`config.mk`:
```
export PLATFORM = sky130hd
export DESIGN_NAME = accum_xcel_cmd_seq
export DESIGN_NICKNAME = d
export VERILOG_FILES = /design/src/rtl/accum_xcel_seq_pkg.sv /design/src/rtl/sat_counter.sv /design/src/rtl/accum_xcel_cmd_seq.sv
export SDC_FILE = /design/constraint.sdc
export NUM_CORES = 1
export LEC_CHECK = 0
export CORE_MARGIN = 2
export CORE_UTILIZATION = 30
export DETAILED_ROUTE_END_ITERATION = 12
export PLACE_DENSITY = 0.66
export REMOVE_ABC_BUFFERS = 1
export SYNTH_ARGS = -nofsm -noshare
export SYNTH_HDL_FRONTEND = slang
export SYNTH_SLANG_ARGS = --single-unit
```
`constraint.sdc`:
```
create_clock -name clk -period 2.15 [get_ports clk]
set_input_delay 0.645 -clock clk [delete_from_list [all_inputs] [get_ports clk]]
set_output_delay 0.645 -clock clk [all_outputs]
set_load 0.01 [all_outputs]
```
`src/rtl/accum_xcel_seq_pkg.sv`:
```
// Shared widths and FSM state encoding for the accumulate-accelerator command sequencer.
package accum_xcel_seq_pkg;

    localparam int unsigned SIZE_W = 14;
    localparam int unsigned RES_W  = 32;
    localparam int unsigned CYC_W  = 16;

    // Explicit encodings keep the state register bit-compatible with the legacy design.
    typedef enum logic [1:0] {
        ST_IDLE = 2'd0,
        ST_GO   = 2'd1,
        ST_WAIT = 2'd2,
        ST_RESP = 2'd3
    } state_t;

endpackage

```
`src/rtl/sat_counter.sv`:
```
// Latency counter: synchronous clear, counts up while enabled, sticks at all-ones.
module sat_counter
    import accum_xcel_seq_pkg::*;
(
    input  logic             clk,
    input  logic             rst,
    input  logic             clear,
    input  logic             enable,
    output logic [CYC_W-1:0] count
);

    always_ff @(posedge clk) begin
        if (rst || clear) begin
            count <= '0;
        end else if (enable && (count != '1)) begin
            count <= count + CYC_W'(1);
        end
    end

endmodule

```
`src/rtl/accum_xcel_cmd_seq.sv`:
```
// Command sequencer: launches one accumulate job, waits for the result or a timeout,
// and holds the captured sum and go-to-result latency until the response is taken.
module accum_xcel_cmd_seq
    import accum_xcel_seq_pkg::*;
#(
    parameter logic [CYC_W-1:0] p_timeout = 16'd60000
) (
    input  logic              clk,
    input  logic              rst,
    input  logic              cmd_val,
    output logic              cmd_rdy,
    input  logic [SIZE_W-1:0] cmd_size,
    output logic              xcel_go,
    output logic [SIZE_W-1:0] xcel_size,
    input  logic              xcel_result_val,
    input  logic [RES_W-1:0]  xcel_result,
    output logic              resp_val,
    input  logic              resp_rdy,
    output logic [RES_W-1:0]  resp_result,
    output logic [CYC_W-1:0]  resp_cycles,
    output logic              resp_err,
    output logic              busy
);

    state_t             state;
    state_t             state_nxt;
    logic [SIZE_W-1:0]  size_q;
    logic [RES_W-1:0]   result_q;
    logic [CYC_W-1:0]   cycles_q;
    logic               err_q;
    logic [CYC_W-1:0]   cnt;
    logic               cnt_clear;
    logic               cnt_en;
    logic               accept;
    logic               timed_out;

    assign accept    = cmd_val && (state == ST_IDLE);
    assign timed_out = (cnt == p_timeout);
    assign cnt_clear = accept;
    assign cnt_en    = (state == ST_GO) || (state == ST_WAIT);

    sat_counter u_cnt (
        .clk    (clk),
        .rst    (rst),
        .clear  (cnt_clear),
        .enable (cnt_en),
        .count  (cnt)
    );

    always_comb begin
        state_nxt = state;
        case (state)
            ST_IDLE: if (cmd_val) state_nxt = (cmd_size != '0) ? ST_GO : ST_RESP;
            ST_GO:   state_nxt = ST_WAIT;
            ST_WAIT: if (xcel_result_val || timed_out) state_nxt = ST_RESP;
            ST_RESP: if (resp_rdy) state_nxt = ST_IDLE;
            default: state_nxt = ST_IDLE;
        endcase
    end

    always_ff @(posedge clk) begin
        if (rst) begin
            state    <= ST_IDLE;
            size_q   <= '0;
            result_q <= '0;
            cycles_q <= '0;
            err_q    <= 1'b0;
        end else begin
            state <= state_nxt;
            case (state)
                ST_IDLE: begin
                    if (cmd_val) begin
                        // Zero-size jobs go straight to RESP, so the cleared values are the response.
                        if (cmd_size != '0) size_q <= cmd_size;
                        result_q <= '0;
                        cycles_q <= '0;
                        err_q    <= 1'b0;
                    end
                end
                ST_WAIT: begin
                    // A result arriving on the timeout cycle takes priority over the abort.
                    if (xcel_result_val) begin
                        result_q <= xcel_result;
                        cycles_q <= cnt;
                        err_q    <= 1'b0;
                    end else if (timed_out) begin
                        result_q <= '0;
                        cycles_q <= p_timeout;
                        err_q    <= 1'b1;
                    end
                end
                default: ;
            endcase
        end
    end

    assign cmd_rdy     = (state == ST_IDLE);
    assign busy        = (state != ST_IDLE);
    assign xcel_go     = (state == ST_GO);
    assign xcel_size   = size_q;
    assign resp_val    = (state == ST_RESP);
    assign resp_result = result_q;
    assign resp_cycles = cycles_q;
    assign resp_err    = err_q;

endmodule

```
# ---- Yosys cells after proc, flatten, opt, wreduce, memory -nomap -nowiden
# Index checks and enable logic that the tools add are counted.
dict set report totals {
  inputBits 51
  elab_cells 45
  reg_bits 81
}
dict set report classes {
  addsub 1
  n_mux 17
  n_eq_ne 9
  reduce_logical 12
}
# cell count
set ops {}
lappend ops {{2-to-1 mux 32 bit} 3}
lappend ops {{one-hot mux 32 bit (2 select lines)} 1}
lappend ops {{2-to-1 mux 16 bit} 3}
lappend ops {{one-hot mux 16 bit (2 select lines)} 1}
lappend ops {{adder 16 x 1 -> 16 bit, second input constant} 1}
lappend ops {{== test 16 bit, second input constant} 1}
lappend ops {{inequality test 16 bit, second input constant} 1}
lappend ops {{nonzero test 14 bit} 1}
lappend ops {{AND reduction 3 bit} 3}
lappend ops {{2-to-1 mux 2 bit} 4}
lappend ops {{one-hot mux 2 bit (4 select lines)} 1}
lappend ops {{== test 2 bit, second input constant} 2}
lappend ops {{inequality test 2 x 1 -> 1 bit, second input constant} 2}
lappend ops {{nonzero test 2 bit} 2}
lappend ops {{logical OR 1 bit} 3}
lappend ops {{2-to-1 mux 1 bit} 3}
lappend ops {{inequality test 3 bit, second input constant} 1}
lappend ops {{== test 2 x 1 -> 1 bit, second input constant} 1}
lappend ops {{logical AND 1 bit} 2}
lappend ops {{logical NOT 2 bit} 1}
lappend ops {{inequality test 2 bit, second input constant} 1}
lappend ops {{one-hot mux 1 bit (2 select lines)} 1}

# ---- Depth between registers and ports, before layout
# Gate-level depths: netlist of run 1.
dict set report depth {
  depth_word 4
  depth_mapped 9
}

# ---- Hierarchy
# A second synthesis of run 1 with hierarchy kept.
dict set report unflattened {
  cells_unflattened 383
  hier_area_um2 3865.0
}
# mod seq_area_each_um2 n_inst area_each_um2 cells_each
set by_module_without_submodules {}
lappend by_module_without_submodules {accum_xcel_cmd_seq 1301.2 1 3017.9 288}
lappend by_module_without_submodules {sat_counter 320.3 1 847.1 95}

# ---- Worst setup path before layout of run 1
# Ideal clock, no wire load.
dict set report synth_timing {
  path_type {reg-to-reg}
  from {register u_cnt.count[0]}
  to {register cycles_q[0], in the netlist resp_cycles[0]}
  path_stages_with_launch 9
  n_path_buf 2
  setup_time_ps 122
  required_time_ps 2028
  arrival_time_ps 1987
  setup_slack_ps 41
  path_cell_list {dfxtp_1 > inv_1 > ha_1 > or4bb_4 > o41a_1 > buf_2 > buf_6 > o211ai_1 > o21ai_1}
}
dict set report synth_via {
  elab_chain_cells 3
  elab_cells_between_ends 5
  cone_classes {eq/ne: 2; mux: 2; reduce/logical: 1}
}
# item line
set synth_lines {}
lappend synth_lines {{from (decl)} sat_counter.sv:9} ;# output logic [CYC_W-1:0] count
lappend synth_lines {{from (signal assigned)} sat_counter.sv:16} ;# count <= count + CYC_W'(1);
lappend synth_lines {{== test 16 bit} accum_xcel_cmd_seq.sv:38} ;# assign timed_out = (cnt == p_timeout);
lappend synth_lines {{inequality test 3 bit (no line)} n/a}
lappend synth_lines {{AND reduction 3 bit (no line)} n/a}
lappend synth_lines {{to (signal assigned)} accum_xcel_cmd_seq.sv:84} ;# cycles_q <= cnt;
lappend synth_lines {{to (signal assigned)} accum_xcel_cmd_seq.sv:88} ;# cycles_q <= p_timeout;
lappend synth_lines {{to (decl)} accum_xcel_cmd_seq.sv:29} ;# logic [CYC_W-1:0] cycles_q;
# Parallel ways exist; a longest one is shown, timed or not.
# A chain may end at the register's enable or synchronous reset.

# ---- Final worst setup path of run 1
dict set report layout_timing {
  from {register u_cnt.count[0]}
  to {register result_q[12], in the netlist resp_result[12]}
}
dict set report layout_via {
  elab_chain_cells 3
}
# item line
set layout_lines {}
lappend layout_lines {{== test 16 bit} accum_xcel_cmd_seq.sv:38}
lappend layout_lines {{inequality test 3 bit (no line)} n/a}
lappend layout_lines {{AND reduction 3 bit (no line)} n/a}
lappend layout_lines {{to (signal assigned)} accum_xcel_cmd_seq.sv:83} ;# result_q <= xcel_result;
lappend layout_lines {{to (decl)} accum_xcel_cmd_seq.sv:28} ;# logic [RES_W-1:0] result_q;
# Every way passes these cells.

==> results.toml, run 1 <==
[detailed_routing]
drc_errors = 0
avgViaCountPerCell = 5.17
drt_pass1_iterations = 4
drt-total-wl_um = 10700
drt_iter0_markers = 264
vias = 3638
drtAntennaViolNets = 0
wl_per_cell_um = 15.2

[logic_synthesis]
synth_top_family_by_area = "compound AO/OA/AOI/OAI gates"
yosys.area_share.simple = 0.156
synth-xor-area-share = 0
syn_inst = 413
synth_area_sq_um = 3700
synthMuxAreaShare = 0.0460
synth_adder_area_share = 0.0237
synth_compound_area_frac = 0.256
synth_area_per_cell_sq_um = 8.96
ys_ff_latch = 81
yosysWarnings = 0
synth.distinct_cells = 47
synth-edff-count = 0
synthArstFlopShare = 0
ys.flop_type = "dfxtp_1"
synth_seq_area_share = 0.438

[global_route]
grt_pass1_vias = 3470
use_met3 = 0.0358
met1_usage = 0.195
top_usage_layer = "met2"
use_met2 = 0.266
grt_overflow_total = 0
antenna_found_initial = 0
grt_max_degree = 44
grt_use_total = 0.157
grt_pass1_wl_um = 16600

[power]
p_leak_nw = 1.94
power_density_nw_per_um2 = 961
pwr-share-comb = 0.404
ir_drop_mv = 0.663
internal-power_w = 0.00344
switching_share = 0.359
p_clk_frac = 0.276
p_sw_w = 0.00192
seq_power_share = 0.320

[setup_path]
end_kind = "register"
critPathLaunchType = "register"
critPathKind = "reg2reg"
arrival_ns = 2.38
reg2regPathDepth = 7
r2r_slack_ns = 0.002
required_ns = 2.38
r2r_start = "u_cnt.count[0]"
r2r-end = "resp_result[12]"
cp_max_fo = 23

[die]
die_w_um = 115
die_h_um = 115
die_area_sq_um = 13200
rows = 40
ios = 118
core_area_sq_um = 12000
start_util = 0.308

[timing]
timing.fmax_mhz = 466
period_minus_slack_ns = 2.15
setup_ws_ns = 0.00224
tns_ns = 0
relSlewSlack = 0.599
worst_pin_slew_ns = 0.602
fin_crit_sh = 0.999
finalSetupViolCount = 0
maxSlewViolCount = 0
rsz0062_at_grt = "yes"
finalHoldViolations = 0
fin_worst_skew_ns = 0.00638

[final_layout]
final_cell_mix = "113 x clkdlybuf4s50_1, 80 x dfxtp_1, 63 x nand2_1, 41 x o211ai_1, 41 x o21ai_1"
n_antenna_cell = 0
fill_cells = 1184
final-seq-area_sq_um = 1620
drive_above_1_share = 0.147
nets = 610
final_common_cell = "clkdlybuf4s50_1"
multi_input_area_sq_um = 1860
area_growth_pct = 50.9

[place]
portBuffers = 117
pre_cts_ws_ns = -0.276
place_congestion = 0.842
dp.final_hpwl_um = 7610

[worst_hold_path]
hold_class = "reg2reg"
whs_endpoint = "resp_cycles[14]"
whs_path_depth = 2
min-delay-start = "resp_cycles[14]"

[cts]
cts-root-buf = "clkbuf_16"
htreeDepth = 3
clock_path_buffers = 2
clock_latency_ns = 0.34
hold_buffers = 0
cts_made_buffers = 9
path_clk_slew_ns = 0.06
cts_tree = "done"
clock-sinks = 81

[status]
status = "finished clean"

[flow_run]
maxCapViolCount = 0
## state kept, by name, summed over array words and instances (netlist names)
| signal | count |
|---|---|
| u_cnt.count | 16 |
| resp_err | 1 |
| state | 2 |
| resp_cycles | 16 |
| resp_result | 32 |
| xcel_size | 14 |
## cells by family after synthesis
logic type      after synthesis
compound gates              145
flops                        81
buf+inv                      43
fa+ha+maj                     7
simple gates                120
mux                          17
## layout make-up
cell class,count,share of cell area
Clock inverter,6,0.00897
Tap cell,147,0.0330
Timing Repair Buffer,161,0.285
Sequential cell,81,0.291
Multi-Input combinational cell,289,0.333
Inverter,10,0.00672
Clock buffer,10,0.0428
## synthesized netlist by cell type (2+ instances only)
library cell	count	area (sq um)
dlygate4sd1_1	6	52.6
nand2_1	63	236
nor4_1	5	31.3
a2111o_1	4	45.0
o211ai_1	41	308
and4_1	2	17.5
ha_1	7	87.6
o31ai_1	2	15.0
a21oi_1	21	105
and3_1	2	12.5
dfxtp_1	81	1620
nor3_1	4	20.0
o2111ai_1	5	43.8
a21boi_0	3	22.5
dlygate4sd3_1	4	40.0
buf_2	4	20.0
o21ai_0	17	85.1
inv_1	9	33.8
o21ai_1	40	200
nor2_1	18	67.6
a31o_1	2	17.5
a211oi_1	3	22.5
or3_1	2	12.5
mux2i_1	17	170
nand4_1	5	31.3
buf_6	10	113
clkbuf_1	9	33.8
nand2b_1	2	12.5
nand3_1	6	30.0
or4_1	2	15.0
## what timing repair did
action                     in CTS  in global routing
hold endpoints to repair        0                  0
gates resized for setup        17                 10
setup endpoints to repair      54                 52
setup buffers                   0                  1
pin swaps                       5                 10
## worst max-delay path by stage
stage | to | start | depth (start not counted)
after global routing | resp_result[11] | u_cnt.count[0] | 7
final | resp_result[12] | u_cnt.count[0] | 7
after global placement | u_cnt.count[10] | cmd_val | 4
after CTS | resp_result[8] | u_cnt.count[0] | 7
after floorplan | resp_cycles[9] | state[0] | 5
after detailed placement | u_cnt.count[10] | cmd_val | 4
## per-layer routing
| layer | routed length [um] | up-vias | share of wire |
|---|---|---|---|
| met5 | 0 | - | 0 |
| met4 | 199 | 0 | 0.019 |
| met3 | 510 | 14 | 0.048 |
| met2 | 5190 | 82 | 0.49 |
| met1 | 4770 | 1742 | 0.45 |
| li1 | - | 1800 | - |
## power by group through the flow
stage | Sequential (W) | Combinational, W | Clock, W
finish | 0.00171 | 0.00217 | 0.00148
global route | 0.00173 | 0.00234 | 0.00156
CTS | 0.00171 | 0.00214 | 0.00151
detailed placement | 0.00174 | 0.00211 | 0
global placement | 0.00173 | 0.00206 | 0
floorplan | 0.00180 | 0.000888 | 0
## worst max-delay path, stage by stage, from the launching register on
cell      delay, ns
dfxtp_2        0.32
inv_2          0.07
ha_4           0.13
or4bb_4        0.54
o41a_4         0.50
buf_12         0.18
o211ai_1       0.18
o21ai_1        0.09
## stage by stage
step                hold WS, ns  utilization  cells  instance area, sq um  total power (W)
floorplan                 0.465            -    380                  3440          0.00268
global placement          0.467        0.433    687                  5200          0.00380
detailed placement        0.464        0.433    687                  5200          0.00385
CTS                       0.473        0.461    703                  5540          0.00537
global route              0.513        0.465    704                  5580          0.00564
finish                    0.479        0.465    704                  5580          0.00536
Power figures use the tool's default switching activity.
==> inputs of run 2 (changes only) <==
--- a/config.mk
+++ b/config.mk
@@ -6,9 +6,9 @@
 export NUM_CORES = 1
 export LEC_CHECK = 0
 export CORE_MARGIN = 2
-export CORE_UTILIZATION = 30
+export CORE_UTILIZATION = 40
 export DETAILED_ROUTE_END_ITERATION = 12
-export PLACE_DENSITY = 0.66
+export PLACE_DENSITY = 0.81
 export REMOVE_ABC_BUFFERS = 1
 export SYNTH_ARGS = -nofsm -noshare
 export SYNTH_HDL_FRONTEND = slang
==> results.toml, run 2 (synthesis gave the netlist of run 1 again) <==
[status]
status = "finished clean"

[setup_path]
critPathLaunchType = "register"
r2r_start = "u_cnt.count[0]"
critPathKind = "reg2reg"
critPathMaxStageDelay_ns = 0.56
r2r_slack_ns = 0.009
crit_chain = "inv_2 > ha_4 > or4bb_4 > o41a_4 > clkbuf_16 > o211ai_1 > o21ai_1"
cp_max_fo = 18
end_kind = "register"
crit_path_top_delay_cell = "o41a_4"
reg2regPathDepth = 7
r2r-end = "resp_result[8]"
required_ns = 2.38
arrival_ns = 2.37

[cts]
path_clk_slew_ns = 0.09
hold_buffers = 0
htreeDepth = 3
clock_path_buffers = 2
cts_tree = "done"
clock_latency_ns = 0.35
cts-root-buf = "clkbuf_8"
cts_made_buffers = 9
clock-sinks = 81

[final_layout]
nets = 612
fill_cells = 774
area_growth_pct = 48.7
drive_above_1_share = 0.143
largest_register_ffs = 32
final_cell_mix = "113 x clkdlybuf4s50_1, 78 x dfxtp_1, 63 x nand2_1, 43 x o21ai_1, 41 x o211ai_1"
final_common_cell = "clkdlybuf4s50_1"
n_antenna_cell = 0

[power]
p_sw_w = 0.00183
p_leak_nw = 1.90
internal-power_w = 0.00326
pwr-share-comb = 0.442
switching_share = 0.360
seq_power_share = 0.338
p_total_w = 0.00509
power_density_nw_per_um2 = 926
p_clk_frac = 0.220
ir_drop_mv = 0.900

[timing]
finalHoldViolations = 0
rsz0062_at_grt = "yes"
worst_pin_slew_ns = 0.572
relSlewSlack = 0.619
fin_worst_skew_ns = 0.0125
tns_ns = 0
finalSetupViolCount = 0
timing.fmax_mhz = 467
period_minus_slack_ns = 2.14
maxSlewViolCount = 0
fin_crit_sh = 0.996

[die]
die_h_um = 100
die_area_sq_um = 10000
ios = 118
die_w_um = 100
rows = 35
start_util = 0.406
core_area_sq_um = 9110

[flow_run]
maxCapViolCount = 0

[detailed_routing]
drt_iter0_markers = 266
drt-total-wl_um = 11000
wl_per_cell_um = 16.4
vias = 3790
drc_errors = 0
drtAntennaViolNets = 0
drt_pass1_iterations = 6
avgViaCountPerCell = 5.66

[worst_hold_path]
hold_class = "reg2reg"
min-delay-start = "resp_cycles[15]"
whs_endpoint = "resp_cycles[15]"
whs_path_depth = 2

[global_route]
grt_max_degree = 44
grt_overflow_total = 0
grt_pass1_wl_um = 17100
grt_use_total = 0.209
antenna_found_initial = 0
grt_pass1_vias = 3609

[place]
dp.final_hpwl_um = 7330
portBuffers = 117
place_congestion = 0.909
-- run 2: changes by cell type in the layout (fill, tap and decap cells not counted), sizes merged, moves of 2 or more --
| cell | delta |
|---|---|
| clkinv | -3 |
| buf | -2 |
| clkbuf | +5 |
| clkinvlp | +2 |
| inv | -2 |
-- run 2: power by group through the flow --
stage | Combinational, W | Sequential (W) | Clock [W]
2_1_floorplan | 0.000888 | 0.00180 | 0
3_3_place_gp | 0.00208 | 0.00174 | 0
3_5_place_dp | 0.00212 | 0.00175 | 0
4_1_cts | 0.00213 | 0.00172 | 0.00114
5_1_grt | 0.00243 | 0.00174 | 0.00122
6_report | 0.00225 | 0.00172 | 0.00112
-- run 2: final cells by class --
cell class	instances	area, sq um	share of cell area
multi-input combinational	290	1850	0.337
timing repair buffer	162	1650	0.300
sequential	81	1630	0.296
clock buffer	12	145	0.0264
tap	111	139	0.0253
clock inverter	4	52.6	0.00956
inverter	10	37.5	0.00683
-- run 2: through the flow --
step,setup WS (ns),cells,area [sq um],hold slack [ns],util
after floorplan,-1.56,380,3440,0.465,-
after global placement,-0.141,646,5150,0.464,0.565
after detailed placement,-0.194,646,5150,0.472,0.565
after CTS,-0.0113,664,5370,0.483,0.590
after global routing,-0.104,670,5500,0.506,0.604
final,0.00897,670,5500,0.489,0.604
-- run 2: how the worst max path moves through the flow --
stage | from | to | slack [ns] | cells past startpoint
CTS | u_cnt.count[0] | resp_cycles[8] | -0.01 | 7
finish | u_cnt.count[0] | resp_result[8] | 0.009 | 7
global route | u_cnt.count[1] | resp_result[8] | -0.10 | 7
detailed placement | cmd_val | u_cnt.count[10] | -0.19 | 4
floorplan | state[0] | resp_cycles[9] | -1.56 | 5
global placement | cmd_val | u_cnt.count[10] | -0.14 | 4
-- run 2: routing by layer --
metal / GRT usage / vias to the layer above / share of wire
li1: - / 1802 / -
met1: 0.267 / 1769 / 0.41
met2: 0.351 / 195 / 0.51
met3: 0.0327 / 24 / 0.067
met4: 0.0885 / 0 / 0.014
met5: 0 / - / 0
-- run 2: what timing repair did --
action,in CTS,in global routing
endpoints found under the setup margin,48,55
gates cloned,0,4
pin swaps,8,11
hold endpoints to repair,0,0
setup buffers,2,2
gates resized for setup,10,9
-- run 2: critical path, delay by kind of cell, from the launching register on --
family / cells / cell delay (ns)
AO/OA/AOI/OAI: 3 / 0.82
adder cells (fa/ha/maj): 1 / 0.12
buffers and inverters: 2 / 0.28
flip-flops: 1 / 0.33
AND/OR/NAND/NOR: 1 / 0.47
